[src/rtl/ccff_loader_pkg.sv]
// Shared definitions for the configuration-chain loader: state encoding, width defaults
// and the bit-index width helper.
package ccff_loader_pkg;

    localparam int unsigned WORD_W_DEFAULT = 32;
    localparam int unsigned CNT_W_DEFAULT  = 20;

    typedef logic [1:0] state_t;

    localparam state_t StIdle  = 2'd0;
    localparam state_t StFetch = 2'd1;
    localparam state_t StShift = 2'd2;

    // Bit-index width for a word, never narrower than one bit.
    function automatic int unsigned idx_w(input int unsigned w);
        return (w > 1) ? $clog2(w) : 1;
    endfunction

    localparam int unsigned BIT_IDX_W_DEFAULT = idx_w(WORD_W_DEFAULT);

endpackage

[src/rtl/ccff_loader_shreg.sv]
// Parallel-load serialiser: holds one bitstream word and presents the bit selected by a
// running index, bit 0 first.
module ccff_loader_shreg
    import ccff_loader_pkg::*;
#(
    parameter int unsigned WORD_W = WORD_W_DEFAULT,
    parameter int unsigned IDX_W  = idx_w(WORD_W)
) (
    input  logic              clk_i,
    input  logic              rst_ni,
    input  logic              load_i,
    input  logic [WORD_W-1:0] data_i,
    input  logic              advance_i,
    output logic              bit_o,
    output logic              last_o
);

    logic [WORD_W-1:0] shreg_q;
    logic [IDX_W-1:0]  idx_q;

    // A load wins over advance so a streamed word starts at bit 0.
    always_ff @(posedge clk_i or negedge rst_ni) begin
        if (!rst_ni) begin
            shreg_q <= '0;
            idx_q   <= '0;
        end else if (load_i) begin
            shreg_q <= data_i;
            idx_q   <= '0;
        end else if (advance_i) begin
            idx_q <= idx_q + IDX_W'(1);
        end
    end

    assign bit_o  = shreg_q[idx_q];
    assign last_o = (idx_q == IDX_W'(WORD_W - 1));

endmodule

[src/rtl/ccff_loader.sv]
// Configuration-chain loader: fetches bitstream words and shifts them serially into the
// fabric chain, with zero-bubble streaming, underrun stalls, abort and status flags.
module ccff_loader
    import ccff_loader_pkg::*;
#(
    parameter int unsigned WORD_W = WORD_W_DEFAULT,
    parameter int unsigned CNT_W  = CNT_W_DEFAULT
) (
    input  logic              prog_clk,
    input  logic              pReset,
    input  logic              start,
    input  logic              abort,
    input  logic [CNT_W-1:0]  chain_len,
    input  logic [WORD_W-1:0] s_data,
    input  logic              s_valid,
    output logic              s_ready,
    output logic              ccff_head,
    output logic              ccff_shift_en,
    input  logic              ccff_tail,
    output logic              busy,
    output logic              done,
    output logic              cfg_done,
    output logic              err,
    output logic              tail_last
);

    state_t            state_q, state_d;
    logic [CNT_W-1:0]  remaining_q, remaining_d;
    logic              done_q, done_d;
    logic              cfg_done_q, cfg_done_d;
    logic              err_q, err_d;
    logic              tail_last_q, tail_last_d;

    logic              load;
    logic              advance;
    logic              shreg_bit;
    logic              word_last;
    logic              in_shift;
    logic              last_bit;
    logic              accept;

    ccff_loader_shreg #(
        .WORD_W (WORD_W)
    ) u_shreg (
        .clk_i     (prog_clk),
        .rst_ni    (pReset),
        .load_i    (load),
        .data_i    (s_data),
        .advance_i (advance),
        .bit_o     (shreg_bit),
        .last_o    (word_last)
    );

    assign in_shift = (state_q == StShift);
    assign last_bit = (remaining_q == CNT_W'(1));
    assign s_ready  = (state_q == StFetch) || (in_shift && word_last && !last_bit);
    assign accept   = s_valid && s_ready;

    always_comb begin
        state_d     = state_q;
        remaining_d = remaining_q;
        done_d      = 1'b0;
        cfg_done_d  = cfg_done_q;
        err_d       = err_q;
        tail_last_d = tail_last_q;
        load        = 1'b0;
        advance     = 1'b0;
        case (state_q)
            StIdle: begin
                if (start) begin
                    if (chain_len != '0) begin
                        state_d     = StFetch;
                        remaining_d = chain_len;
                        cfg_done_d  = 1'b0;
                        err_d       = 1'b0;
                    end else begin
                        err_d = 1'b1;
                    end
                end
            end
            StFetch: begin
                if (abort) begin
                    state_d = StIdle;
                    err_d   = 1'b1;
                end else if (accept) begin
                    load    = 1'b1;
                    state_d = StShift;
                end
            end
            StShift: begin
                if (abort) begin
                    state_d = StIdle;
                    err_d   = 1'b1;
                end else begin
                    remaining_d = remaining_q - CNT_W'(1);
                    advance     = 1'b1;
                    if (last_bit) begin
                        tail_last_d = ccff_tail;
                        done_d      = 1'b1;
                        cfg_done_d  = 1'b1;
                        state_d     = StIdle;
                    end else if (word_last) begin
                        // Stream the next word without a bubble, or stall in fetch.
                        if (accept) begin
                            load = 1'b1;
                        end else begin
                            state_d = StFetch;
                        end
                    end
                end
            end
            default: state_d = StIdle;
        endcase
    end

    always_ff @(posedge prog_clk or negedge pReset) begin
        if (!pReset) begin
            state_q     <= StIdle;
            remaining_q <= '0;
            done_q      <= 1'b0;
            cfg_done_q  <= 1'b0;
            err_q       <= 1'b0;
            tail_last_q <= 1'b0;
        end else begin
            state_q     <= state_d;
            remaining_q <= remaining_d;
            done_q      <= done_d;
            cfg_done_q  <= cfg_done_d;
            err_q       <= err_d;
            tail_last_q <= tail_last_d;
        end
    end

    assign ccff_head     = in_shift & shreg_bit;
    assign ccff_shift_en = in_shift;
    assign busy          = (state_q != StIdle);
    assign done          = done_q;
    assign cfg_done      = cfg_done_q;
    assign err           = err_q;
    assign tail_last     = tail_last_q;

endmodule

[config.mk]
export PLATFORM = sky130hd
export DESIGN_NAME = ccff_loader
export DESIGN_NICKNAME = d
export VERILOG_FILES = /design/src/rtl/ccff_loader_pkg.sv /design/src/rtl/ccff_loader_shreg.sv /design/src/rtl/ccff_loader.sv
export SDC_FILE = /design/constraint.sdc
export NUM_CORES = 1
export LEC_CHECK = 0
export ABC_AREA = 1
export BUFFER_PORTS_ARGS = -buffer_cell sky130_fd_sc_hd__buf_2
export CORE_UTILIZATION = 45
export CTS_CLUSTER_SIZE = 40
export DETAILED_ROUTE_END_ITERATION = 8
export GPL_ROUTABILITY_DRIVEN = 0
export PLACE_DENSITY = 0.68
export SETUP_SLACK_MARGIN = 0.3
export SYNTH_ARGS = -nofsm -noshare
export SYNTH_HDL_FRONTEND = slang
export SYNTH_SLANG_ARGS = --single-unit
[constraint.sdc]
create_clock -name prog_clk -period 2.21 [get_ports prog_clk]
set_input_delay 0.221 -clock prog_clk [delete_from_list [all_inputs] [get_ports prog_clk]]
set_output_delay 0.221 -clock prog_clk [all_outputs]
set_load 0.01 [all_outputs]
Word level (Yosys, flattened, before mapping)
Cells that the tools add are included.
{"block": "totals", "in_bits": 58, "word_cells": 79, "reg_bits": 63}
{"block": "op_classes", "n_mux": 37, "reduce_logical": 17, "magnitude_cmp": 1, "addsub": 2, "eq_ne": 12, "bitwise_logic": 2}
{"operator": "20-bit 2-to-1 mux", "n": 3}
{"operator": "20-bit case mux with 2 select lines", "n": 1}
{"operator": "20-bit by 1-bit equality test with 1-bit output, second input constant", "n": 1}
{"operator": "20-bit nonzero test", "n": 1}
{"operator": "20-bit by 1-bit subtractor with 20-bit output, second input constant", "n": 1}
{"operator": "1-bit 2-to-1 mux", "n": 18}
{"operator": "2-bit 2-to-1 mux", "n": 8}
{"operator": "5-bit 2-to-1 mux", "n": 2}
{"operator": "5-bit AND reduction", "n": 2}
{"operator": "2-bit nonzero test", "n": 4}
{"operator": "5-bit by 6-bit < comparator with 1-bit output, second input constant", "n": 1}
{"operator": "2-bit inequality test, second input constant", "n": 3}
{"operator": "1-bit case mux with 2 select lines", "n": 3}
{"operator": "2-bit case mux with 3 select lines", "n": 1}
{"operator": "3-bit AND reduction", "n": 2}
{"operator": "5-bit by 1-bit adder with 5-bit output, second input constant", "n": 1}
{"operator": "1-bit binary-select mux with 5-bit select", "n": 1}
{"operator": "5-bit equality test, second input constant", "n": 1}
{"operator": "2-bit by 1-bit inequality test with 1-bit output, second input constant", "n": 2}
{"operator": "4-bit by 3-bit inequality test with 1-bit output, second input constant", "n": 1}
{"operator": "4-bit inequality test, second input constant", "n": 1}
{"operator": "4-bit AND reduction", "n": 1}
{"operator": "1-bit logical AND", "n": 3}
{"operator": "3-bit inequality test, second input constant", "n": 1}
{"operator": "8 further kinds", "n": 8}

Depth between registers and ports, before layout
{"block": "depth", "word_depth": 11, "depth_mapped": 12, "mapped_depth_nobuf": 12}

Hierarchy
From an unflattened synthesis, not the netlist that was laid out.
{"block": "hier_totals", "hier_cells": 555, "area_unflattened_um2": 3834.9}
{"mod": "ccff_loader", "cells_each": 313, "area_per_inst_um2": 2040.7, "seq_area_each_um2": 650.6, "n_inst": 1}
{"mod": "ccff_loader_shreg", "cells_each": 242, "area_per_inst_um2": 1794.2, "seq_area_each_um2": 925.9, "n_inst": 1}

Worst setup path after synthesis
No wires, ideal clock.
{"block": "synth_timing", "path_kind": "register -> output", "from": "register state_q[0]", "to": "output ccff_head", "path_buffers": 2, "t_arrival_ns": 1.590, "stages_incl_launch_ff": 7, "slack_ns": 0.399, "t_required_ns": 1.989, "path_cell_list": "dfrtp_1 -> inv_1 -> ha_1 -> clkbuf_1 -> clkbuf_1 -> o21ai_0 -> nor2_1"}
{"block": "synth_between", "elab_chain_len": 2}
{"item": "from (decl)", "line": "ccff_loader.sv:27", "text": "state_t state_q, state_d;"}
{"item": "from (signal assigned)", "line": "ccff_loader.sv:118", "text": "state_q <= StIdle;"}
{"item": "from (signal assigned)", "line": "ccff_loader.sv:125", "text": "state_q <= state_d;"}
{"item": "2-bit equality test", "line": "ccff_loader.sv:54", "text": "assign in_shift = (state_q == StShift);"}
{"item": "named net ccff_shift_en", "line": "ccff_loader.sv:18", "text": "output logic ccff_shift_en,"}
{"item": "1-bit bitwise AND", "line": "ccff_loader.sv:134", "text": "assign ccff_head = in_shift & shreg_bit;"}
{"item": "to (decl)", "line": "ccff_loader.sv:17", "text": "output logic ccff_head,"}
The timed path passes the listed nets, and every way through them passes these cells.

Worst setup path in the final report
{"block": "layout_timing", "from": "register u_shreg.idx_q[0]", "to": "output ccff_head"}
{"block": "layout_between", "elab_chain_len": 3}
{"item": "from (decl)", "line": "ccff_loader_shreg.sv:19", "text": "logic [IDX_W-1:0] idx_q;"}
{"item": "from (signal assigned)", "line": "ccff_loader_shreg.sv:30", "text": "idx_q <= idx_q + IDX_W'(1);"}
{"item": "1-bit binary-select mux with 5-bit select", "line": "ccff_loader_shreg.sv:34", "text": "assign bit_o = shreg_q[idx_q];"}
{"item": "1-bit 2-to-1 mux (not written as such)", "line": "ccff_loader_shreg.sv:34"}
{"item": "1-bit bitwise AND", "line": "ccff_loader.sv:134"}
No other way between the ends. The select of a mux whose other input is x is not followed.

==> results by group <==
Run status
  • Outcome: finished, violations left
  • Failing checks: DRC

Drt
  • Met3 routed WL: 470 um
  • Iteration-0 DRC Markers: 205
  • Wirelength, routed: 10,630 um
  • DRC Markers: 1
  • Post-route ant nets: 0
  • Drt via density: 5.160
  • DR WL met2: 5278 um
  • WL/cell: 14.14 um
  • Routed vias: 3,880
  • Drt pass-1 iters: 6
  • Wl on met1: 4716 um
  • Top sig layer: met4

Final layout
  • Non-Filler Instances: 752
  • Area of the multi-input gates: 2206 sq um
  • Layout area overhead: 23.21%
  • # diodes: 0
  • Post-Layout Inst Area: 4942 sq um
  • Layout cells sized above 1: 26.86%
  • Storage cell area: 1577 sq um
  • Final nets: 705
  • Fillcell total: 830

Timing
  • Relative slew slack: 64.73%
  • Achievable Freq: 492.9 MHz
  • Final Max Slew Viols: 0
  • Final period utilization: 91.81%
  • Setup violators final: 0
  • Skew final: 0.009286 ns
  • Setup ws final: 0.1810 ns
  • RSZ-0062 raised after global routing: yes
  • Final Critical Period: 2.029 ns
  • Final setup TNS: 0 ns
  • Worst-Margin Slew: 0.5290 ns
  • Final hold violation count: 0

Placed design
  • Place WS: 0.03803 ns
  • PortBufs: 65
  • Placed cell area: 4419 sq um
  • Placed cells: 719
  • Detailed Place HPWL: 6965 um

Floorplanning
  • Number of I/O pins: 66
  • Rows: 34
  • Area of the die: 9296 sq um
  • Die width: 96.42 um
  • Core ar.: 8678 sq um
  • Die Height: 96.42 um
  • Starting Density: 46.22%

Critical path
  • Worst reg2reg path endpoint: u_shreg.shreg_q[24]$_DFFE_PN0P_
  • Startpoint types: register
  • Critical Path Sink Type: primary output
  • Worst-path fanout max: 10
  • FF-to-FF setup slack: 0.33 ns
  • CP max-delay cell: dfrtp_1
  • Data required, critical path: 1.99 ns
  • CP dominant cell by count: nand2_1
  • Worst Path Arrival: 1.81 ns
  • Setup Crit Path Kind: register to primary output
  • Max incr delay on CP: 0.39 ns
  • Number of cells on the worst reg-to-reg path: 14
  • Cells along the critical path: buf_6, buf_4, nand2_1, nand2_1, a21oi_1, nand3b_1, nand3_1, o21ai_2, nor2_2, buf_2
  • R2r startpoint: u_shreg.idx_q[0]$_DFFE_PN0P_

Job
  • Max-cap violations: 0

Clocking
  • Clk buf depth: 2
  • Clk sink count: 63
  • H-tree depth: 3
  • CTS clock-pin slew for the worst setup and hold paths: 0.07 ns
  • Root Driver: clkbuf_8
  • Skew-Pair Late Insertion Delay: 0.35 ns
  • CTS Buf Count: 9
  • CTS tree: yes

Yosys
  • Post-synthesis register bit count: 63
  • Synth Net Count: 625
  • Sequential-to-total area share from yosys stat: 39.30%
  • Post-Syn Area: 4011 sq um
  • Yosys Warn Count: 0
  • Syn Area/Cell: 7.176 sq um
  • Synth unique cells: 35
  • Post-synthesis cell count: 559

Global routing
  • Vias in the first global route: 3,765
  • Total GRT Usage: 24.55%
  • Initial antenna violation count: 0
  • First-pass GRT wire length: 17,350 um
  • Largest net degree at the start of global routing: 43
  • Overflow after GRT: 0

Pwr
  • Total power: 0.006828 W
  • Power Density: 1382 nW/um^2
  • VDD IR-drop max: 0.0005313 V
  • P_leak: 2.499 nW

Min path
  • Hold-critical path depth: 3
  • Min-Delay Path Class: input port to register
  • Beginning of the worst hold path: ccff_tail
  • Hold EP: tail_last$_DFFE_PN0P_
sequential cells by signal, indices dropped and copies added, names as in the netlist:
name             count
state_q              2
done                 1
remaining_q         20
tail_last            1
u_shreg.shreg_q     32
err                  1
cfg_done             1
u_shreg.idx_q        5
cells in the mapped netlist (all sizes together):
master	instances	share of area, %
a21oi	11	1.7
buf	14	2.7
clkbuf	10	0.94
clkinv	3	0.28
dfrtp	63	39
ha	8	2.5
inv	40	3.7
mux2i	1	0.25
nand2	210	21
nand3	42	6.1
nand3b	3	0.56
nand4	40	6.6
nor2	60	6.8
nor3	6	0.75
nor4	1	0.16
o21ai	36	4.5
o22ai	1	0.16
or2	4	0.62
xnor2	2	0.44
xor2	4	0.87
metrics by stage:
step,hold WS (ns),util (%)
2_1_floorplan,-0.07459,-
3_3_place_gp,0.2275,50.92
3_5_place_dp,0.2328,50.92
4_1_cts,0.07766,54.76
5_1_grt,0.09120,56.95
6_report,0.08518,56.95
cell usage in the layout, fill, tap and decap left out, drive strengths merged, types with 6 or more instances in the layout:
cell type	netlist	routed
nor3	6	6
buf	14	90
dfrtp	63	63
nand4	40	41
o21ai	36	36
clkbuf	10	10
nand3	42	42
inv	40	43
nor2	60	60
ha	8	8
nand2	210	210
a21oi	11	11
repair_timing:
action,in CTS,in global routing
endpoints found under the hold margin,21,0
resized for setup,17,26
cloned,2,2
hold buffers,1,0
endpoints found under the setup margin,63,51
setup buffers,4,8
pin swaps,4,4
worst max path at each step:
stage,startpoint,cells past startpoint,end,slack [ns]
2_1_floorplan,state_q[0]$_DFFE_PN0P_,6,ccff_head,0.40
3_3_place_gp,state_q[0]$_DFFE_PN0P_,10,remaining_q[10]$_DFFE_PN0P_,0.09
3_5_place_dp,state_q[0]$_DFFE_PN0P_,9,u_shreg.shreg_q[11]$_DFFE_PN0P_,0.04
4_1_cts,u_shreg.idx_q[0]$_DFFE_PN0P_,10,ccff_head,0.18
5_1_grt,u_shreg.idx_q[0]$_DFFE_PN0P_,10,ccff_head,0.04
6_report,u_shreg.idx_q[0]$_DFFE_PN0P_,10,ccff_head,0.18
critical path: cells and delay by family (launching register included):
kind                   cells  cell delay (ns)
buffers and inverters      3             0.44
DFF                        1             0.39
and+or+nand+nor            5             0.38
AOI/OAI and AO/OA          2             0.24
power by group:
group          total, W  internal [W]  switching (W)
registers       0.00222       0.00170       0.000518
logic           0.00345       0.00135        0.00210
clock network   0.00115      0.000639       0.000512
per-layer routing:
layer  vias to the layer above  track usage [%]
met5                         -                0
met4                         0            11.15
met3                        16            3.991
met2                        93            41.90
met1                      1790            30.50
li1                       1981                -
layout make-up:
cell class                      instances  area share [%]
Clock inverter                          7           1.924
Multi-Input combinational cell        430           44.63
Tap cell                              108           2.734
Inverter                               43           3.494
Clock buffer                            9           2.506
Timing Repair Buffer                   92           12.81
Sequential cell                        63           31.90
kinds of logic after synthesis:
| group | count (synthesis) | synth area share (%) |
|---|---|---|
| AOI/OAI and AO/OA | 48 | 6.301 |
| xor gates and xnor gates | 6 | 1.310 |
| adders and majority gates | 8 | 2.495 |
| buffers and inverters | 67 | 7.704 |
| DFF | 63 | 39.30 |
| muxes | 1 | 0.2495 |
| and+or+nand+nor | 366 | 42.64 |
Power figures use the tool's default switching activity.
